==> src/rtl/alu_decode_stage.sv <==
// ---------------------------------------------------------------------------
// alu_decode_stage
//
// This module is the RV32I decode stage and the ID/EX pipeline register. It
// decodes a fetched instruction and its register-file read data into the
// operand and control bundle that the execute stage passes to the ALU. It
// also flags illegal encodings and handles stall, flush and bubble insertion.
//
// Ports
//   clk, rst_n              clock (rising edge), async active-low reset
//   in_valid                instr/pc/rs*_data carry a real instruction
//   instr, pc               raw instruction word and its address
//   rs1_data, rs2_data      register-file reads for instr[19:15]/instr[24:20]
//   stall                   execute not accepting; hold the ex_* bundle
//   flush                   kill the instruction being captured (bubble)
//   in_ready                ~stall, purely combinational
//   ex_valid, ex_illegal    bundle holds a real / undecodable instruction
//   ex_a, ex_b, ex_alu_ctrl ALU operands and operation code
//   ex_rs2_data             store data
//   ex_rd, ex_reg_write     destination register and writeback enable
//   ex_is_load/store/branch/jump  instruction class flags
//   ex_funct3               instr[14:12] for memory/branch units
// ---------------------------------------------------------------------------
module alu_decode_stage (
    input  logic        clk,
    input  logic        rst_n,
    input  logic        in_valid,
    input  logic [31:0] instr,
    input  logic [31:0] pc,
    input  logic [31:0] rs1_data,
    input  logic [31:0] rs2_data,
    input  logic        stall,
    input  logic        flush,
    output logic        in_ready,
    output logic        ex_valid,
    output logic [31:0] ex_a,
    output logic [31:0] ex_b,
    output logic [3:0]  ex_alu_ctrl,
    output logic [31:0] ex_rs2_data,
    output logic [4:0]  ex_rd,
    output logic        ex_reg_write,
    output logic        ex_is_load,
    output logic        ex_is_store,
    output logic        ex_is_branch,
    output logic        ex_is_jump,
    output logic [2:0]  ex_funct3,
    output logic        ex_illegal
);

    typedef enum logic [3:0] {
        ALU_AND  = 4'b0000,
        ALU_OR   = 4'b0001,
        ALU_ADD  = 4'b0010,
        ALU_XOR  = 4'b0100,
        ALU_SUB  = 4'b0110,
        ALU_SLT  = 4'b0111,
        ALU_SLL  = 4'b1000,
        ALU_SRL  = 4'b1001,
        ALU_SRA  = 4'b1010,
        ALU_SLTU = 4'b1011
    } alu_op_e;

    typedef enum logic [6:0] {
        OPC_LOAD   = 7'b0000011,
        OPC_OPIMM  = 7'b0010011,
        OPC_AUIPC  = 7'b0010111,
        OPC_STORE  = 7'b0100011,
        OPC_OP     = 7'b0110011,
        OPC_LUI    = 7'b0110111,
        OPC_BRANCH = 7'b1100011,
        OPC_JALR   = 7'b1100111,
        OPC_JAL    = 7'b1101111
    } opcode_e;

    typedef struct packed {
        logic        valid;
        logic        illegal;
        logic [31:0] a;
        logic [31:0] b;
        logic [3:0]  alu_ctrl;
        logic [31:0] rs2_data;
        logic [4:0]  rd;
        logic        reg_write;
        logic        is_load;
        logic        is_store;
        logic        is_branch;
        logic        is_jump;
        logic [2:0]  funct3;
    } ex_bundle_t;

    // Shared funct3 -> ALU map for OP (funct7=0) and the non-shift OP-IMM ops.
    function automatic alu_op_e funct3_op(input logic [2:0] f3);
        case (f3)
            3'b000:  funct3_op = ALU_ADD;
            3'b001:  funct3_op = ALU_SLL;
            3'b010:  funct3_op = ALU_SLT;
            3'b011:  funct3_op = ALU_SLTU;
            3'b100:  funct3_op = ALU_XOR;
            3'b101:  funct3_op = ALU_SRL;
            3'b110:  funct3_op = ALU_OR;
            default: funct3_op = ALU_AND;
        endcase
    endfunction

    // Instruction fields and immediates
    logic [6:0]  opcode;
    logic [2:0]  funct3;
    logic [6:0]  funct7;
    logic [4:0]  rd;
    logic [31:0] imm_i;
    logic [31:0] imm_s;
    logic [31:0] imm_u;
    logic [31:0] shamt;

    assign opcode = instr[6:0];
    assign funct3 = instr[14:12];
    assign funct7 = instr[31:25];
    assign rd     = instr[11:7];
    assign imm_i  = {{20{instr[31]}}, instr[31:20]};
    assign imm_s  = {{20{instr[31]}}, instr[31:25], instr[11:7]};
    assign imm_u  = {instr[31:12], 12'b0};
    assign shamt  = {27'b0, instr[24:20]};

    // The rs1 index is consumed by the register file upstream; only its
    // data reaches this stage.
    logic unused_rs1_field;
    assign unused_rs1_field = ^instr[19:15];

    // Combinational decode
    logic [31:0] a_d;
    logic [31:0] b_d;
    alu_op_e     ctrl_d;
    logic        writes_rd;
    logic        load_d;
    logic        store_d;
    logic        branch_d;
    logic        jump_d;
    logic        illegal_d;
    ex_bundle_t  dec_d;

    always_comb begin
        a_d       = rs1_data;
        b_d       = rs2_data;
        ctrl_d    = ALU_ADD;
        writes_rd = 1'b0;
        load_d    = 1'b0;
        store_d   = 1'b0;
        branch_d  = 1'b0;
        jump_d    = 1'b0;
        illegal_d = 1'b0;

        case (opcode)
            OPC_OP: begin
                writes_rd = 1'b1;
                if (funct7 == 7'b0000000) begin
                    ctrl_d = funct3_op(funct3);
                end else if (funct7 == 7'b0100000 && funct3 == 3'b000) begin
                    ctrl_d = ALU_SUB;
                end else if (funct7 == 7'b0100000 && funct3 == 3'b101) begin
                    ctrl_d = ALU_SRA;
                end else begin
                    illegal_d = 1'b1;
                end
            end
            OPC_OPIMM: begin
                writes_rd = 1'b1;
                b_d       = imm_i;
                case (funct3)
                    3'b001: begin
                        b_d    = shamt;
                        ctrl_d = ALU_SLL;
                        if (funct7 != 7'b0000000) illegal_d = 1'b1;
                    end
                    3'b101: begin
                        b_d = shamt;
                        if (funct7 == 7'b0000000)      ctrl_d = ALU_SRL;
                        else if (funct7 == 7'b0100000) ctrl_d = ALU_SRA;
                        else                           illegal_d = 1'b1;
                    end
                    default: ctrl_d = funct3_op(funct3);
                endcase
            end
            OPC_LUI: begin
                writes_rd = 1'b1;
                a_d       = '0;
                b_d       = imm_u;
            end
            OPC_AUIPC: begin
                writes_rd = 1'b1;
                a_d       = pc;
                b_d       = imm_u;
            end
            OPC_LOAD: begin
                writes_rd = 1'b1;
                load_d    = 1'b1;
                b_d       = imm_i;
            end
            OPC_STORE: begin
                store_d = 1'b1;
                b_d     = imm_s;
            end
            OPC_BRANCH: begin
                branch_d = 1'b1;
                case (funct3)
                    3'b000, 3'b001: ctrl_d = ALU_SUB;
                    3'b100, 3'b101: ctrl_d = ALU_SLT;
                    3'b110, 3'b111: ctrl_d = ALU_SLTU;
                    default:        illegal_d = 1'b1;
                endcase
            end
            OPC_JAL: begin
                writes_rd = 1'b1;
                jump_d    = 1'b1;
                a_d       = pc;
                b_d       = 32'd4;
            end
            OPC_JALR: begin
                writes_rd = 1'b1;
                jump_d    = 1'b1;
                a_d       = pc;
                b_d       = 32'd4;
                if (funct3 != 3'b000) illegal_d = 1'b1;
            end
            default: illegal_d = 1'b1;
        endcase

        // Illegal instructions still travel down the pipe (for trapping) but
        // carry no operands and no side effects.
        if (illegal_d) begin
            a_d       = '0;
            b_d       = '0;
            ctrl_d    = ALU_ADD;
            writes_rd = 1'b0;
            load_d    = 1'b0;
            store_d   = 1'b0;
            branch_d  = 1'b0;
            jump_d    = 1'b0;
        end

        dec_d           = '0;
        dec_d.valid     = 1'b1;
        dec_d.illegal   = illegal_d;
        dec_d.a         = a_d;
        dec_d.b         = b_d;
        dec_d.alu_ctrl  = ctrl_d;
        dec_d.rs2_data  = rs2_data;
        dec_d.rd        = rd;
        dec_d.reg_write = writes_rd && (rd != 5'd0);
        dec_d.is_load   = load_d;
        dec_d.is_store  = store_d;
        dec_d.is_branch = branch_d;
        dec_d.is_jump   = jump_d;
        dec_d.funct3    = funct3;
    end

    // ID/EX register: reset > flush > stall > capture (in_valid=0 -> bubble)
    ex_bundle_t ex_q;

    always_ff @(posedge clk or negedge rst_n) begin
        if (!rst_n) begin
            ex_q <= '0;
        end else if (flush || (!stall && !in_valid)) begin
            ex_q <= '0;
        end else if (!stall) begin
            ex_q <= dec_d;
        end
    end

    assign in_ready     = ~stall;
    assign ex_valid     = ex_q.valid;
    assign ex_illegal   = ex_q.illegal;
    assign ex_a         = ex_q.a;
    assign ex_b         = ex_q.b;
    assign ex_alu_ctrl  = ex_q.alu_ctrl;
    assign ex_rs2_data  = ex_q.rs2_data;
    assign ex_rd        = ex_q.rd;
    assign ex_reg_write = ex_q.reg_write;
    assign ex_is_load   = ex_q.is_load;
    assign ex_is_store  = ex_q.is_store;
    assign ex_is_branch = ex_q.is_branch;
    assign ex_is_jump   = ex_q.is_jump;
    assign ex_funct3    = ex_q.funct3;

endmodule

==> config.mk <==
export PLATFORM = sky130hd
export DESIGN_NAME = alu_decode_stage
export DESIGN_NICKNAME = d
export VERILOG_FILES = /design/src/rtl/alu_decode_stage.sv
export SDC_FILE = /design/constraint.sdc
export NUM_CORES = 1
export LEC_CHECK = 0
export ABC_AREA = 1
export BUFFER_PORTS_ARGS = -buffer_cell sky130_fd_sc_hd__buf_4
export CORE_MARGIN = 2
export CORE_UTILIZATION = 30
export DETAILED_ROUTE_END_ITERATION = 8
export PLACE_DENSITY = 0.53
export SKIP_CTS_REPAIR_TIMING = 1
export SLEW_MARGIN = 20
export SYNTH_ARGS = -nofsm -noshare
export SYNTH_HDL_FRONTEND = slang
export SYNTH_SLANG_ARGS = --single-unit
export TNS_END_PERCENT = 50
==> constraint.sdc <==
create_clock -name clk -period 1 [get_ports clk]
set_input_delay 0.3 -clock clk [delete_from_list [all_inputs] [get_ports clk]]
set_output_delay 0.3 -clock clk [all_outputs]
set_load 0.02 [all_outputs]
---- Word-level counts from Yosys, hierarchy flattened ----
Cells that the tools add are included.
Widths: inputs -> output; s select.
storage, ports and cells
  flip-flop bits (word level) ............. 115
  latch bits .............................. 0
  memory bits (writable) .................. 0
  ROM bits ................................ 0
  bits of input ports ..................... 133
  output and inout bits ................... 116
  logic and storage cells ................. 92
  memories ................................ 0
cells by class
  add/sub/neg operators ................... 0
  multipliers ............................. 0
  div/mod/pow operators ................... 0
  magnitude comparators ................... 0
  equal/unequal tests ..................... 18
  shift operators ......................... 0
  mux-type cells .......................... 38
  bitwise gates (word level) .............. 1
  reductions and logical operators ........ 22
operator list
  cell                number
  $mux 115            2
  $pmux 32 s5         1
  $mux 32             3
  $pmux 32 s2         1
  $eq 7x6->1 const B  4
  $pmux 4 s7          1
  $mux 4              6
  $pmux 4 s3          2
  $eq 7x7->1 const B  3
  $pmux 4 s5          1
  $mux 1              18
  $eq 7x5->1 const B  2
  $eq 3x3->1 const B  4
  $reduce_or 2->1     6
  $pmux 4 s2          1
  $eq 7x2->1 const B  1
  $logic_not 7->1     1
  $reduce_bool 7->1   1
  $reduce_or 7->1     1
  $eq 3x2->1 const B  2
  $reduce_or 6->1     1
  $pmux 1 s5          1
  $reduce_bool 5->1   1
  $reduce_or 5->1     1
  other kinds (10)    14

---- Longest topological paths before layout ----
Gate-level depths: netlist (run 1).
  depth in word-level cells ............... 10
  gate-level depth with buffers ........... 13
  depth with buffers taken out ............ 11

---- Worst setup path before layout (run 1) ----
No wires, ideal clock.
  path kind ............................... input to register
  start ................................... in instr[3]
  end ..................................... reg ex_q (netlist bit ex_a[25])
  setup time .............................. 118 ps
  arrival ................................. 1,391 ps
  data required time ...................... 882 ps
  slack ................................... -509 ps
  stages on the path ...................... 12
  path buffers ............................ 2
  path through ............................ inv_1 -> nand2_1 -> nor2_4 -> nand2_1 -> nor2_2 -> nand3_1 -> nand2_2 -> nor2_8 -> buf_6 -> buf_6 -> nand3_1 -> nand2_1
on the way
  longest elaborated chain between the ends .. 6
  elaborated cells on any way between the ends .. 16
  those cells by class .................... 9 x eq/ne; 5 x mux; 2 x reduce/logical
RTL lines
  what                                                          line  source
  from (decl)                                                   28    input logic [31:0] instr,
  $eq 7x7->1, or another cell as far along                      152   case (opcode)
  $reduce_or 5->1 (no line) or $reduce_or 3->1 (tied branches)  --
  $pmux 1 s5 or $pmux 32 s2 (tied branches)                     152
  $mux 32 (*)                                                   229   if (illegal_d) begin
  $mux 115 (*)                                                  264   end else if (!stall) begin
  $mux 115 (*)                                                  262   end else if (flush || (!stall && !in_valid)) begin
  to (signal assigned)                                          261   ex_q <= '0;
  to (signal assigned)                                          263   ex_q <= '0;
  to (signal assigned)                                          265   ex_q <= dec_d;
  to (decl)                                                     257   ex_bundle_t ex_q;
Mark *: on every way between the ends. The rest lies on a longest branch, timed or not. The select of a mux whose other input is x is not followed.
A chain may end at the register's enable or synchronous reset.

---- Worst setup path in the final report (run 1) ----
  start ................................... in instr[3]
  end ..................................... reg ex_q (netlist bit ex_b[4])
on the way
  longest elaborated chain between the ends .. 6
  elaborated cells on any way between the ends .. 17
  those cells by class .................... 9 x eq/ne; 5 x mux; 3 x reduce/logical
RTL lines
  what                                                          line
  $eq 7x7->1, or another cell as far along                      152
  $reduce_or 5->1 (no line) or $reduce_or 2->1 (tied branches)  --
  $pmux 1 s5 or $pmux 32 s5 (tied branches)                     152
  $mux 32 (*)                                                   229
  $mux 115 (*)                                                  264
  $mux 115 (*)                                                  262
Marked as above.

==> results of run 1 <==
## final cells by class
| class | count | area [um^2] | share of cell area |
|---|---|---|---|
| repair buffers | 389 | 3860 | 0.347 |
| multi-input cells | 532 | 3170 | 0.286 |
| flip-flops and latches | 115 | 2880 | 0.259 |
| clock buffers | 22 | 474 | 0.0427 |
| well taps | 265 | 332 | 0.0298 |
| inverters | 64 | 268 | 0.0241 |
| clock inverters | 9 | 129 | 0.0116 |
## logic make-up after synthesis
logic type             count (synthesis)  share of synthesized area
flip-flops                           115                      0.482
AND/OR/NAND/NOR                      441                      0.336
AO/OA/AOI/OAI                         91                     0.0987
buffers and inverters                115                     0.0836
## metal layers
| layer | vias up | routed length (um) | part of all wire |
|---|---|---|---|
| met3 | 26 | 1480 | 0.062 |
| met4 | 0 | 384 | 0.016 |
| met2 | 232 | 11600 | 0.49 |
| li1 | 3243 | - | - |
| met1 | 3261 | 10500 | 0.44 |
| met5 | - | 0 | 0 |
## report_power, final
| part | internal (mW) | total (mW) | switching (mW) |
|---|---|---|---|
| sequential | 4.77 | 4.85 | 0.0820 |
| combinational | 1.14 | 2.29 | 1.16 |
| clock | 4.09 | 6.28 | 2.18 |
## path summary, 6_finish.rpt
kind	from	slack, ps	end
worst max-delay path	instr[3]	-300	ex_b[4]
worst min-delay path	rs2_data[21]	110	ex_rs2_data[21]
worst max register to register	ex_rs2_data[5]	130	ex_rs2_data[5]
worst min register to register	ex_b[0]	500	ex_b[0]
max in group asynchronous	rst_n	250	ex_b[0]
min in group asynchronous	rst_n	280	ex_rd[2]
## synth_stat cells, types with 2 or more instances
| master | n | area share |
|---|---|---|
| sky130_fd_sc_hd__o21ai_0 | 50 | 0.042 |
| sky130_fd_sc_hd__o21ai_1 | 2 | 0.0017 |
| sky130_fd_sc_hd__buf_6 | 2 | 0.0038 |
| sky130_fd_sc_hd__nand4_1 | 32 | 0.034 |
| sky130_fd_sc_hd__inv_1 | 60 | 0.038 |
| sky130_fd_sc_hd__nand3_1 | 105 | 0.088 |
| sky130_fd_sc_hd__nand2_2 | 2 | 0.0021 |
| sky130_fd_sc_hd__inv_2 | 4 | 0.0025 |
| sky130_fd_sc_hd__buf_4 | 6 | 0.0075 |
| sky130_fd_sc_hd__nand2_1 | 259 | 0.16 |
| sky130_fd_sc_hd__buf_1 | 7 | 0.0044 |
| sky130_fd_sc_hd__a22o_1 | 32 | 0.047 |
| sky130_fd_sc_hd__or2_2 | 2 | 0.0021 |
| sky130_fd_sc_hd__clkbuf_1 | 20 | 0.013 |
| sky130_fd_sc_hd__dfrtp_1 | 115 | 0.48 |
| sky130_fd_sc_hd__nor2_2 | 6 | 0.0063 |
| sky130_fd_sc_hd__nand3_2 | 13 | 0.022 |
| sky130_fd_sc_hd__a21oi_1 | 2 | 0.0017 |
| sky130_fd_sc_hd__nor2_1 | 18 | 0.011 |
| sky130_fd_sc_hd__buf_2 | 15 | 0.013 |
## worst max-delay path: cells and delay by family
family                 cells  cell delay (ps)
and+or+nand+nor            9              660
buffers and inverters      5              630
## stage by stage
stage	cell area (um^2)	power [mW]	TNS, ps	std cells	hold slack [ps]
floorplan	6100	5.63	-38970	762	4.41
global placement	9070	6.84	-67550	1322	171
detailed placement	9070	6.85	-68090	1322	172
CTS	9670	13.1	-52270	1353	-272
global route	11100	13.9	-52050	1396	96.4
finish	11100	13.4	-45340	1396	108
## sequential cells by signal, summed over array words and instances (netlist names), 3 cells and up
name	flops
ex_b	32
ex_funct3	3
ex_rd	5
ex_rs2_data	32
ex_alu_ctrl	4
ex_a	32
==> out/qor.csv, run 1 <==
stage,metric,value,unit
logic_synthesis,post-synthesis instance area,0.00597,mm^2
detailed_routing,first-pass iteration count of the detailed router,4,
setup_path,"Critical Path, Cell by Cell","buf_12, inv_12, nand2_4, nor2_4, buf_12, nand2_4, nor2_4, nand3_2, nand2_4, nor2_8, buf_12, clkbuf_16, nand3_2, nand2_1",
global_routing,first-pass GRT wire length,35100,um
floorplanning,Die ar.,0.0211,mm^2
place,DP Wirelength,16800,um
cells_and_area,number of antenna diodes,0,
hold_path,Tightest Hold Check Type,in2reg,
logic_synthesis,synthesized netlist net count,895,
detailed_routing,via count,6762,
cells_and_area,"most common cell after layout, fill and taps aside",sky130_fd_sc_hd__nand2_1,
cells_and_area,post-layout util,0.569,
floorplanning,y dimension of the die,145,um
global_routing,overall track demand over capacity in global routing,0.210,
run_status,violated checks,negative setup slack,
floorplanning,Top Ports,249,
sta,maximum frequency from static timing analysis,770,MHz
cts,TritonCTS clock tree,yes,
detailed_routing,drt drc,0,
global_routing,pin count of the biggest net entering global routing,35,
logic_synthesis,most instantiated flip-flop cell in the synthesis netlist,sky130_fd_sc_hd__dfrtp_1,
cts,maximum level of the CTS H-tree,4,
cells_and_area,Filler Cell Count,1828,
global_routing,via count of the first global-routing pass,6300,
cts,CTS sink cnt,115,
logic_synthesis,Yosys warning total,0,
power_and_ir_drop,Power per Cell Area,1210,mW/mm^2
place,DP Worst Slack,-771,ps
global_routing,grt met1 use,0.283,
global_routing,met3 track utilization from global routing,0.0475,
cts,buffer levels on the longest clock path,2,
logic_synthesis,share of synthesized area occupied by flip-flops and latches,0.482,
place,input/output buffers,248,
global_routing,number of antenna violations at the first check in global routing,0,
logic_synthesis,fraction of registers with async set/reset,1.00,
cells_and_area,"leading cell types in the layout, fill and taps excluded","sky130_fd_sc_hd__nand2_1, sky130_fd_sc_hd__buf_4, sky130_fd_sc_hd__buf_6",
logic_synthesis,post-synthesis instance total,762,
floorplanning,starting utilization of the core area,0.306,
cells_and_area,ratio of cells with drive above 1 in the final layout,0.492,
cts,Clock Tree Root,sky130_fd_sc_hd__clkbuf_16,
detailed_routing,number of design-rule violations left by the first detailed-router iteration,387,
global_routing,total global routing overflow,0,
cells_and_area,synth-to-layout area growth,86.1,%
sta,post-route clock skew,0,ps
setup_path,crit path launch type,input port,
sta,shortest clock period the worst path allows after layout,1300,ps
floorplanning,die boundary width,145,um
cells_and_area,Final Net Count,1252,
detailed_routing,post-detailed-route count of antenna-violating nets,0,
sta,RSZ-0062 raised after global routing,yes,
logic_synthesis,number of storage elements in the synthesis netlist,115,
place,Placer Congestion,0.881,
cts,Clock Pin Slew Worst Setup and Hold Paths,60,ps
setup_path,critical setup path kind,in2reg,
detailed_routing,post-DR wirelength/cell,17.2,um
sta,number of max-slew violations in the final report,0,
detailed_routing,post-DR vias/cell,4.84,
floorplanning,Core Rows,51,
global_routing,most crowded layer after global routing,met2,
sta,number of hold violations in the final report,0,
cts,number of buffers added by the clock tree synthesis step,17,
sta,total setup violations reported at the end of the flow,188,
logic_synthesis,count of flip-flops with a built-in enable after synthesis,0,
detailed_routing,detailed-route wire length,24000,um
setup_path,arrival time of the worst setup path,1600,ps
sta,worst setup margin,-299,ps
sta,post-route fraction of the period consumed by the critical path,1.30,
cts,source-to-sink clock delay at the later pin of the worst-skew pair,410,ps
hold_path,hold-critical path depth,2,
setup_path,Critical Path RT,1300,ps
sta,Max-Slew Margin vs Limit,0.703,
global_routing,GRT met2 Usage,0.337,
setup_path,cells on worst reg2reg path,2,
job,number of max-capacitance violations reported,0,
run_status,status,"complete, but fails checks",
power_and_ir_drop,leakage dissipation,5.85,nW
floorplanning,Floorplan Core Area,0.0195,mm^2
logic_synthesis,average cell area after synthesis,7.84,um^2
setup_path,worst-path maximum fanout,8,
setup_path,master of the slowest instance on the critical path,sky130_fd_sc_hd__clkbuf_16,
sta,worst slew pin tran,442,ps
logic_synthesis,distinct cell type count after synthesis,30,
setup_path,endpoint class of the critical path,flop,
setup_path,stage delay of the slowest cell on the critical path,180,ps
power_and_ir_drop,maximum VDD drop,1.11,mV
Power figures use the tool's default switching activity.
==> run 2: changes to the inputs <==
==> constraint.sdc (replaced) <==
create_clock -name clk -period 1 [get_ports clk]
set_input_delay 0.1 -clock clk [delete_from_list [all_inputs] [get_ports clk]]
set_output_delay 0.1 -clock clk [all_outputs]
set_load 0.02 [all_outputs]
==> run 2 against run 1 <==
Against the previous run:
- the flow still finishes with violations (negative setup slack)
- combinational power is essentially flat
- power shrank 0.17%
- final area decreased by 0.95%
- final cell count is 0.64% higher
- global-route usage down 0.54 points
- critical path type is now reg2out
- highest routed layer unchanged
==> out/qor.csv, run 2 (synthesis gave the netlist of run 1 again) <==
stage,metric,value,unit,change
cells_and_area,"most common cell after layout, fill and taps aside",sky130_fd_sc_hd__nand2_1,,
setup_path,critical setup path kind,reg2out,,
sta,RSZ-0062 raised after global routing,yes,,
detailed_routing,via count,6617,,-2.1%
place,DP Worst Slack,-547,ps,+224 ps
sta,number of max-slew violations in the final report,0,,unchanged
sta,maximum frequency from static timing analysis,937,MHz,+22%
detailed_routing,number of design-rule violations left by the first detailed-router iteration,302,,-22%
floorplanning,y dimension of the die,145,um,unchanged
floorplanning,Top Ports,249,,unchanged
run_status,status,"complete, but fails checks",,
detailed_routing,Routed met2 length,11200,um,-3.6%
sta,shortest clock period the worst path allows after layout,1070,ps,-232 ps
detailed_routing,drt drc,0,,unchanged
setup_path,reg-to-reg startpoint,ex_rs2_data[4],,
global_routing,via count of the first global-routing pass,6097,,-3.2%
cells_and_area,Final Net Count,1261,,+0.72%
setup_path,crit path launch type,flop,,
cts,source-to-sink clock delay at the later pin of the worst-skew pair,400,ps,about the same
setup_path,Worst path top cell family by delay,flip-flops,,
setup_path,capture instance of the worst register-to-register path,ex_rs2_data[4],,
global_routing,pin count of the biggest net entering global routing,44,,+26%
cells_and_area,Filler Cell Count,1876,,+2.6%
place,Post-Place Cells,1314,,-0.61%
power_and_ir_drop,maximum VDD drop,1.03,mV,-7.2%
global_routing,total global routing overflow,0,,unchanged
floorplanning,Die ar.,0.0211,mm^2,unchanged
sta,Max-Slew Margin vs Limit,0.720,,+0.0178
cells_and_area,"count of placed standard cells in the final layout, fillers left out",1405,,+0.64%
detailed_routing,Post-Route M1 WL,10600,um,+1.4%
sta,post-route fraction of the period consumed by the critical path,1.07,,-0.232
detailed_routing,post-detailed-route count of antenna-violating nets,0,,unchanged
cells_and_area,"leading cell types in the layout, fill and taps excluded","sky130_fd_sc_hd__nand2_1, sky130_fd_sc_hd__buf_4, sky130_fd_sc_hd__buf_6",,
job,number of max-capacitance violations reported,0,,unchanged
sta,post-route clock skew,0,ps,unchanged
hold_path,launch point of the worst hold path,stall,,
setup_path,master of the slowest instance on the critical path,sky130_fd_sc_hd__dfrtp_1,,
floorplanning,Floorplan Core Area,0.0195,mm^2,unchanged
cts,buffer levels on the longest clock path,2,,unchanged
detailed_routing,post-DR wirelength/cell,16.8,um,-2.2%
place,Placer Congestion,0.880,,-0.12%
cts,maximum level of the CTS H-tree,4,,unchanged
detailed_routing,first-pass iteration count of the detailed router,4,,unchanged
hold_path,endpoint of the worst hold path,ex_is_load,,
cts,number of buffers added by the clock tree synthesis step,17,,unchanged
power_and_ir_drop,Power per Cell Area,1220,mW/mm^2,+0.78%
setup_path,cells on worst reg2reg path,2,,unchanged
run_status,violated checks,negative setup slack,,
floorplanning,die boundary width,145,um,unchanged
global_routing,number of antenna violations at the first check in global routing,0,,unchanged
hold_path,Tightest Hold Check Type,in2reg,,
setup_path,endpoint class of the critical path,output port,,
setup_path,stage delay of the slowest cell on the critical path,410,ps,+230 ps
power_and_ir_drop,leakage dissipation,5.78,nW,-1.3%
cts,TritonCTS clock tree,yes,,
floorplanning,Core Rows,51,,unchanged
cells_and_area,number of antenna diodes,0,,unchanged
sta,worst slew pin tran,415,ps,-26.4 ps
detailed_routing,met3 wire len,1280,um,-14%
cts,Clock Pin Slew Worst Setup and Hold Paths,60,ps,about the same
detailed_routing,uppermost layer routed,met4,,
setup_path,FF-to-FF setup slack,140,ps,about the same
sta,total setup violations reported at the end of the flow,181,,-3.7%
detailed_routing,post-DR vias/cell,4.71,,-2.8%
setup_path,arrival time of the worst setup path,970,ps,-630 ps
place,DP Wirelength,16500,um,-1.9%
floorplanning,starting utilization of the core area,0.306,,unchanged
place,input/output buffers,248,,unchanged
cts,Clock Tree Root,sky130_fd_sc_hd__clkbuf_16,,
setup_path,worst-path maximum fanout,2,,-6
setup_path,Critical Path RT,900,ps,-400 ps
setup_path,number of buffers and inverters on the critical path,1,,-4
cts,CTS sink cnt,115,,unchanged
sta,worst hold margin,9.71,ps,-98.3 ps
cells_and_area,synth-to-layout area growth,84.3,%,
hold_path,hold-critical path depth,3,,+1
detailed_routing,detailed-route wire length,23600,um,-1.6%
sta,worst setup margin,-67.0,ps,+232 ps
cells_and_area,ratio of cells with drive above 1 in the final layout,0.442,,-0.0504
sta,number of hold violations in the final report,0,,unchanged
global_routing,first-pass GRT wire length,34300,um,-2.1%
global_routing,overall track demand over capacity in global routing,0.205,,-0.00538
setup_path,"Critical Path, Cell by Cell",buf_6,,
run 2: worst max-delay path by stage:
| stage | from | slack (ps) | to | depth (start not counted) |
|---|---|---|---|---|
| after floorplan | instr[3] | -260 | ex_a[25] | 12 |
| after global placement | instr[13] | -540 | ex_b[11] | 14 |
| after detailed placement | instr[3] | -550 | ex_b[11] | 13 |
| after CTS | instr[3] | -120 | ex_b[15] | 13 |
| after global routing | instr[3] | -130 | ex_a[2] | 12 |
| final | ex_rs2_data[12] | -70 | ex_rs2_data[12] | 1 |
run 2: report_power, final:
group | total (mW) | internal, mW | leakage (nW) | switching [mW]
Sequential | 4.85 | 4.77 | 1.58 | 0.0854
Combinational | 2.28 | 1.16 | 3.90 | 1.12
Clock | 6.26 | 4.09 | 0.292 | 2.17
Total | 13.4 | 10.0 | 5.78 | 3.38
run 2: metal layers:
metal | up-vias | GRT usage
li1 | 3251 | -
met1 | 3123 | 0.285
met2 | 206 | 0.320
met3 | 37 | 0.0513
met4 | 0 | 0.0539
met5 | - | 0
run 2: metrics by stage:
stage | power, mW | utilization | cell area [um^2] | TNS [ps]
final | 13.4 | 0.564 | 11000 | -6470
after global routing | 13.9 | 0.564 | 11000 | -14180
after CTS | 13.1 | 0.489 | 9540 | -12230
after detailed placement | 6.79 | 0.458 | 8940 | -43010
after global placement | 6.79 | 0.458 | 8940 | -42110
after floorplan | 5.63 | - | 6100 | -16420
run 2: layout make-up:
cell class	count	area, um^2	area share
well taps	265	332	0.0301
flip-flops and latches	115	2880	0.261
clock inverters	9	129	0.0117
multi-input cells	533	3050	0.277
repair buffers	397	3880	0.353
inverters	64	265	0.0241
clock buffers	22	474	0.0431
==> run 3: changes to the inputs <==
--- a/config.mk
+++ b/config.mk
@@ -5,12 +5,12 @@
 export SDC_FILE = /design/constraint.sdc
 export NUM_CORES = 1
 export LEC_CHECK = 0
-export ABC_AREA = 1
+export ABC_AREA = 0
 export BUFFER_PORTS_ARGS = -buffer_cell sky130_fd_sc_hd__buf_4
 export CORE_MARGIN = 2
 export CORE_UTILIZATION = 30
 export DETAILED_ROUTE_END_ITERATION = 8
-export PLACE_DENSITY = 0.53
+export PLACE_DENSITY = 0.55
 export SKIP_CTS_REPAIR_TIMING = 1
 export SLEW_MARGIN = 20
 export SYNTH_ARGS = -nofsm -noshare
==> run 3 against run 2 <==
Against the previous run:
- the flow finishes with violations (negative hold slack, negative setup slack)
- highest routed layer unchanged
- worst setup slack got worse by 280 ps
- global-route usage is 0.27 points lower
- synthesized area shrank 13%
- largest power group unchanged
- final cell count is 20% lower
- combinational power shrank 17%
- synthesized cell count shrank 36%
- utilization is 0.77 points higher
- via count decreased by 14%
- largest cell class unchanged
- first-iteration DRC count shrank 17%
- fmax decreased by 21%
==> out/qor.csv, run 3 <==
stage,metric,value,unit,change
setup_path,crit path launch type,input port,,
logic_synthesis,most instantiated flip-flop cell in the synthesis netlist,sky130_fd_sc_hd__dfrtp_1,,
hold_path,hold-critical path depth,3,,unchanged
cells_and_area,Filler Cell Count,1470,,-22%
logic_synthesis,synthesized netlist net count,617,,-31%
power_and_ir_drop,maximum VDD drop,1.13,mV,+9.7%
global_routing,number of antenna violations at the first check in global routing,0,,unchanged
sta,worst hold margin,-37.7,ps,-47.4 ps
sta,number of hold violations in the final report,12,,+12
sta,number of max-slew violations in the final report,0,,unchanged
power_and_ir_drop,Internal Power,9.86,mW,-1.5%
setup_path,Critical Path RT,1330,ps,+430 ps
logic_synthesis,Synth top area share,0.551,,+0.0695
logic_synthesis,Yosys warning total,0,,unchanged
cts,source-to-sink clock delay at the later pin of the worst-skew pair,420,ps,+20 ps
cts,TritonCTS clock tree,yes,,
power_and_ir_drop,sequential share of power,0.371,,+0.009
logic_synthesis,post-synthesis instance total,484,,-36%
cells_and_area,Final Net Count,1012,,-20%
cts,number of buffers added by the clock tree synthesis step,17,,unchanged
detailed_routing,first-pass iteration count of the detailed router,5,,+1
cells_and_area,number of antenna diodes,0,,unchanged
cells_and_area,ratio of cells with drive above 1 in the final layout,0.484,,+0.0422
detailed_routing,detailed-route wire length,19900,um,-16%
global_routing,total global routing overflow,0,,unchanged
power_and_ir_drop,net switching power of the design,3.09,mW,-8.6%
sta,shortest clock period the worst path allows after layout,1350,ps,+282 ps
sta,Max-Slew Margin vs Limit,0.737,,+0.0166
cts,maximum level of the CTS H-tree,4,,unchanged
logic_synthesis,distinct cell type count after synthesis,49,,+63%
sta,total setup violations reported at the end of the flow,189,,+4.4%
cells_and_area,"most common cell after layout, fill and taps aside",sky130_fd_sc_hd__buf_4,,
power_and_ir_drop,switching fraction of total power,0.238,,-0.0139
logic_synthesis,post-synthesis cell type with the largest combined area,sky130_fd_sc_hd__dfrtp_1,,
power_and_ir_drop,Power per Cell Area,1320,mW/mm^2,+8.4%
floorplanning,starting utilization of the core area,0.304,,-0.00201
cts,CTS sink cnt,115,,unchanged
global_routing,met3 track utilization from global routing,0.0488,,-0.00241
global_routing,grt met1 use,0.246,,-0.0383
logic_synthesis,Area contributors post-synth,"sky130_fd_sc_hd__dfrtp_1, sky130_fd_sc_hd__a22o_1, sky130_fd_sc_hd__a22oi_1",,
setup_path,cells on worst reg2reg path,4,,+2
power_and_ir_drop,Design Power,12.9,mW,-3.3%
setup_path,arrival time of the worst setup path,1680,ps,+710 ps
job,number of max-capacitance violations reported,0,,unchanged
floorplanning,die boundary width,136,um,-6.3%
sta,summed negative setup slack over all endpoints,-27460,ps,-20990 ps
detailed_routing,via count,5690,,-14%
logic_synthesis,number of storage elements in the synthesis netlist,115,,unchanged
cts,buffer levels on the longest clock path,2,,unchanged
logic_synthesis,share of synthesized area occupied by flip-flops and latches,0.551,,+0.0695
sta,maximum frequency from static timing analysis,741,MHz,-21%
global_routing,via count of the first global-routing pass,5403,,-11%
cts,Clock Pin Slew Worst Setup and Hold Paths,60,ps,about the same
logic_synthesis,count of flip-flops with a built-in enable after synthesis,0,,unchanged
logic_synthesis,fraction of registers with async set/reset,1.00,,unchanged
detailed_routing,post-detailed-route count of antenna-violating nets,0,,unchanged
power_and_ir_drop,Gate power share,0.147,,-0.023
cells_and_area,"leading cell types in the layout, fill and taps excluded","sky130_fd_sc_hd__buf_4, sky130_fd_sc_hd__dfrtp_1, sky130_fd_sc_hd__buf_6",,
global_routing,pin count of the biggest net entering global routing,62,,+41%
sta,worst setup margin,-349,ps,-282 ps
sta,worst slew pin tran,395,ps,-20.5 ps
place,Placer Congestion,0.881,,+0.16%
sta,post-route clock skew,0,ps,unchanged
global_routing,overall track demand over capacity in global routing,0.202,,-0.00274
floorplanning,Top Ports,249,,unchanged
sta,RSZ-0062 raised after global routing,yes,,
place,input/output buffers,248,,unchanged
detailed_routing,post-DR vias/cell,5.09,,+8.2%
logic_synthesis,most common cell in the netlist,sky130_fd_sc_hd__dfrtp_1,,
setup_path,worst-path maximum fanout,39,,+37
place,DP Wirelength,14300,um,-13%
floorplanning,Core Rows,48,,-5.9%
detailed_routing,post-DR wirelength/cell,17.8,um,+6.1%
power_and_ir_drop,leakage dissipation,4.70,nW,-19%
run_status,violated checks,"negative hold slack, negative setup slack",,
cells_and_area,synth-to-layout area growth,88.1,%,
detailed_routing,number of design-rule violations left by the first detailed-router iteration,252,,-17%
logic_synthesis,cell types with the highest counts after synthesis,"sky130_fd_sc_hd__dfrtp_1, sky130_fd_sc_hd__nand2_1, sky130_fd_sc_hd__a22o_1",,
global_routing,GRT met2 Usage,0.335,,+0.0155
floorplanning,Die ar.,0.0185,mm^2,-12%
detailed_routing,drt drc,0,,unchanged
logic_synthesis,post-synthesis instance area,0.00522,mm^2,-13%
global_routing,first-pass GRT wire length,28600,um,-17%
sta,post-route fraction of the period consumed by the critical path,1.35,,+0.282
floorplanning,Floorplan Core Area,0.0172,mm^2,-12%
setup_path,endpoint class of the critical path,flop,,
floorplanning,y dimension of the die,136,um,-6.3%
global_routing,most crowded layer after global routing,met2,,
power_and_ir_drop,clock network fraction of design power,0.482,,+0.014
logic_synthesis,average cell area after synthesis,10.8,um^2,+38%
cts,Clock Tree Root,sky130_fd_sc_hd__clkbuf_16,,
setup_path,critical setup path kind,in2reg,,
run_status,status,"complete, but fails checks",,
hold_path,Tightest Hold Check Type,in2reg,,
run 3: layout make-up:
cell class / instances / area, um^2 / share of cell area
clock buffer: 20 / 457 / 0.0465
timing repair buffer: 417 / 3770 / 0.385
tap: 225 / 282 / 0.0287
clock inverter: 12 / 155 / 0.0158
multi-input combinational: 323 / 2250 / 0.229
sequential: 115 / 2880 / 0.293
inverter: 5 / 18.8 / 0.00191
run 3: path summary, 6_finish.rpt:
check	start	end	slack [ps]
min in group asynchronous	rst_n	ex_b[23]	240
worst min-delay path	pc[1]	ex_a[1]	-40
max in group asynchronous	rst_n	ex_a[25]	400
worst max register to register	ex_b[2]	ex_b[2]	-30
worst max-delay path	instr[3]	ex_b[5]	-350
worst min register to register	ex_funct3[0]	ex_funct3[0]	480
run 3: logic make-up (layout without fill, tap and decap cells):
group                  after synthesis  in the layout  share of synthesized area
flip-flops                         115            115                      0.551
buffers and inverters               46            454                     0.0415
AND/OR/NAND/NOR                    120            120                      0.107
AO/OA/AOI/OAI                      201            201                      0.297
XOR/XNOR                             2              2                    0.00336
run 3: worst max-delay path, stage by stage:
cell and delay (ps):
sky130_fd_sc_hd__buf_8 100, sky130_fd_sc_hd__or3b_4 410, sky130_fd_sc_hd__a21o_4 250, sky130_fd_sc_hd__a311oi_4 310, sky130_fd_sc_hd__nand2_4 110, sky130_fd_sc_hd__buf_12 200
sky130_fd_sc_hd__o21ai_0 180
run 3: stage by stage:
step,cell area (um^2),util,worst slack [ps],instances
2_1_floorplan,5230,-,-675,484
3_3_place_gp,7960,0.464,-693,997
3_5_place_dp,7960,0.464,-786,997
4_1_cts,8570,0.499,-320,1029
5_1_grt,9820,0.572,-392,1117
6_report,9820,0.572,-349,1117
run 3: power by group through the flow:
stage                     registers [mW]  clock network, mW  logic [mW]
after CTS                           4.79               6.39        1.58
after detailed placement            4.87                  0        1.57
after global placement              4.87                  0        1.55
after floorplan                     4.97                  0       0.414
after global routing                4.81               6.60        2.04
final                               4.80               6.24        1.90
run 3: layer usage:
layer	wire length, um	part of all wire
met5	0	0
met4	582	0.029
met3	1160	0.058
met2	10300	0.52
met1	7800	0.39
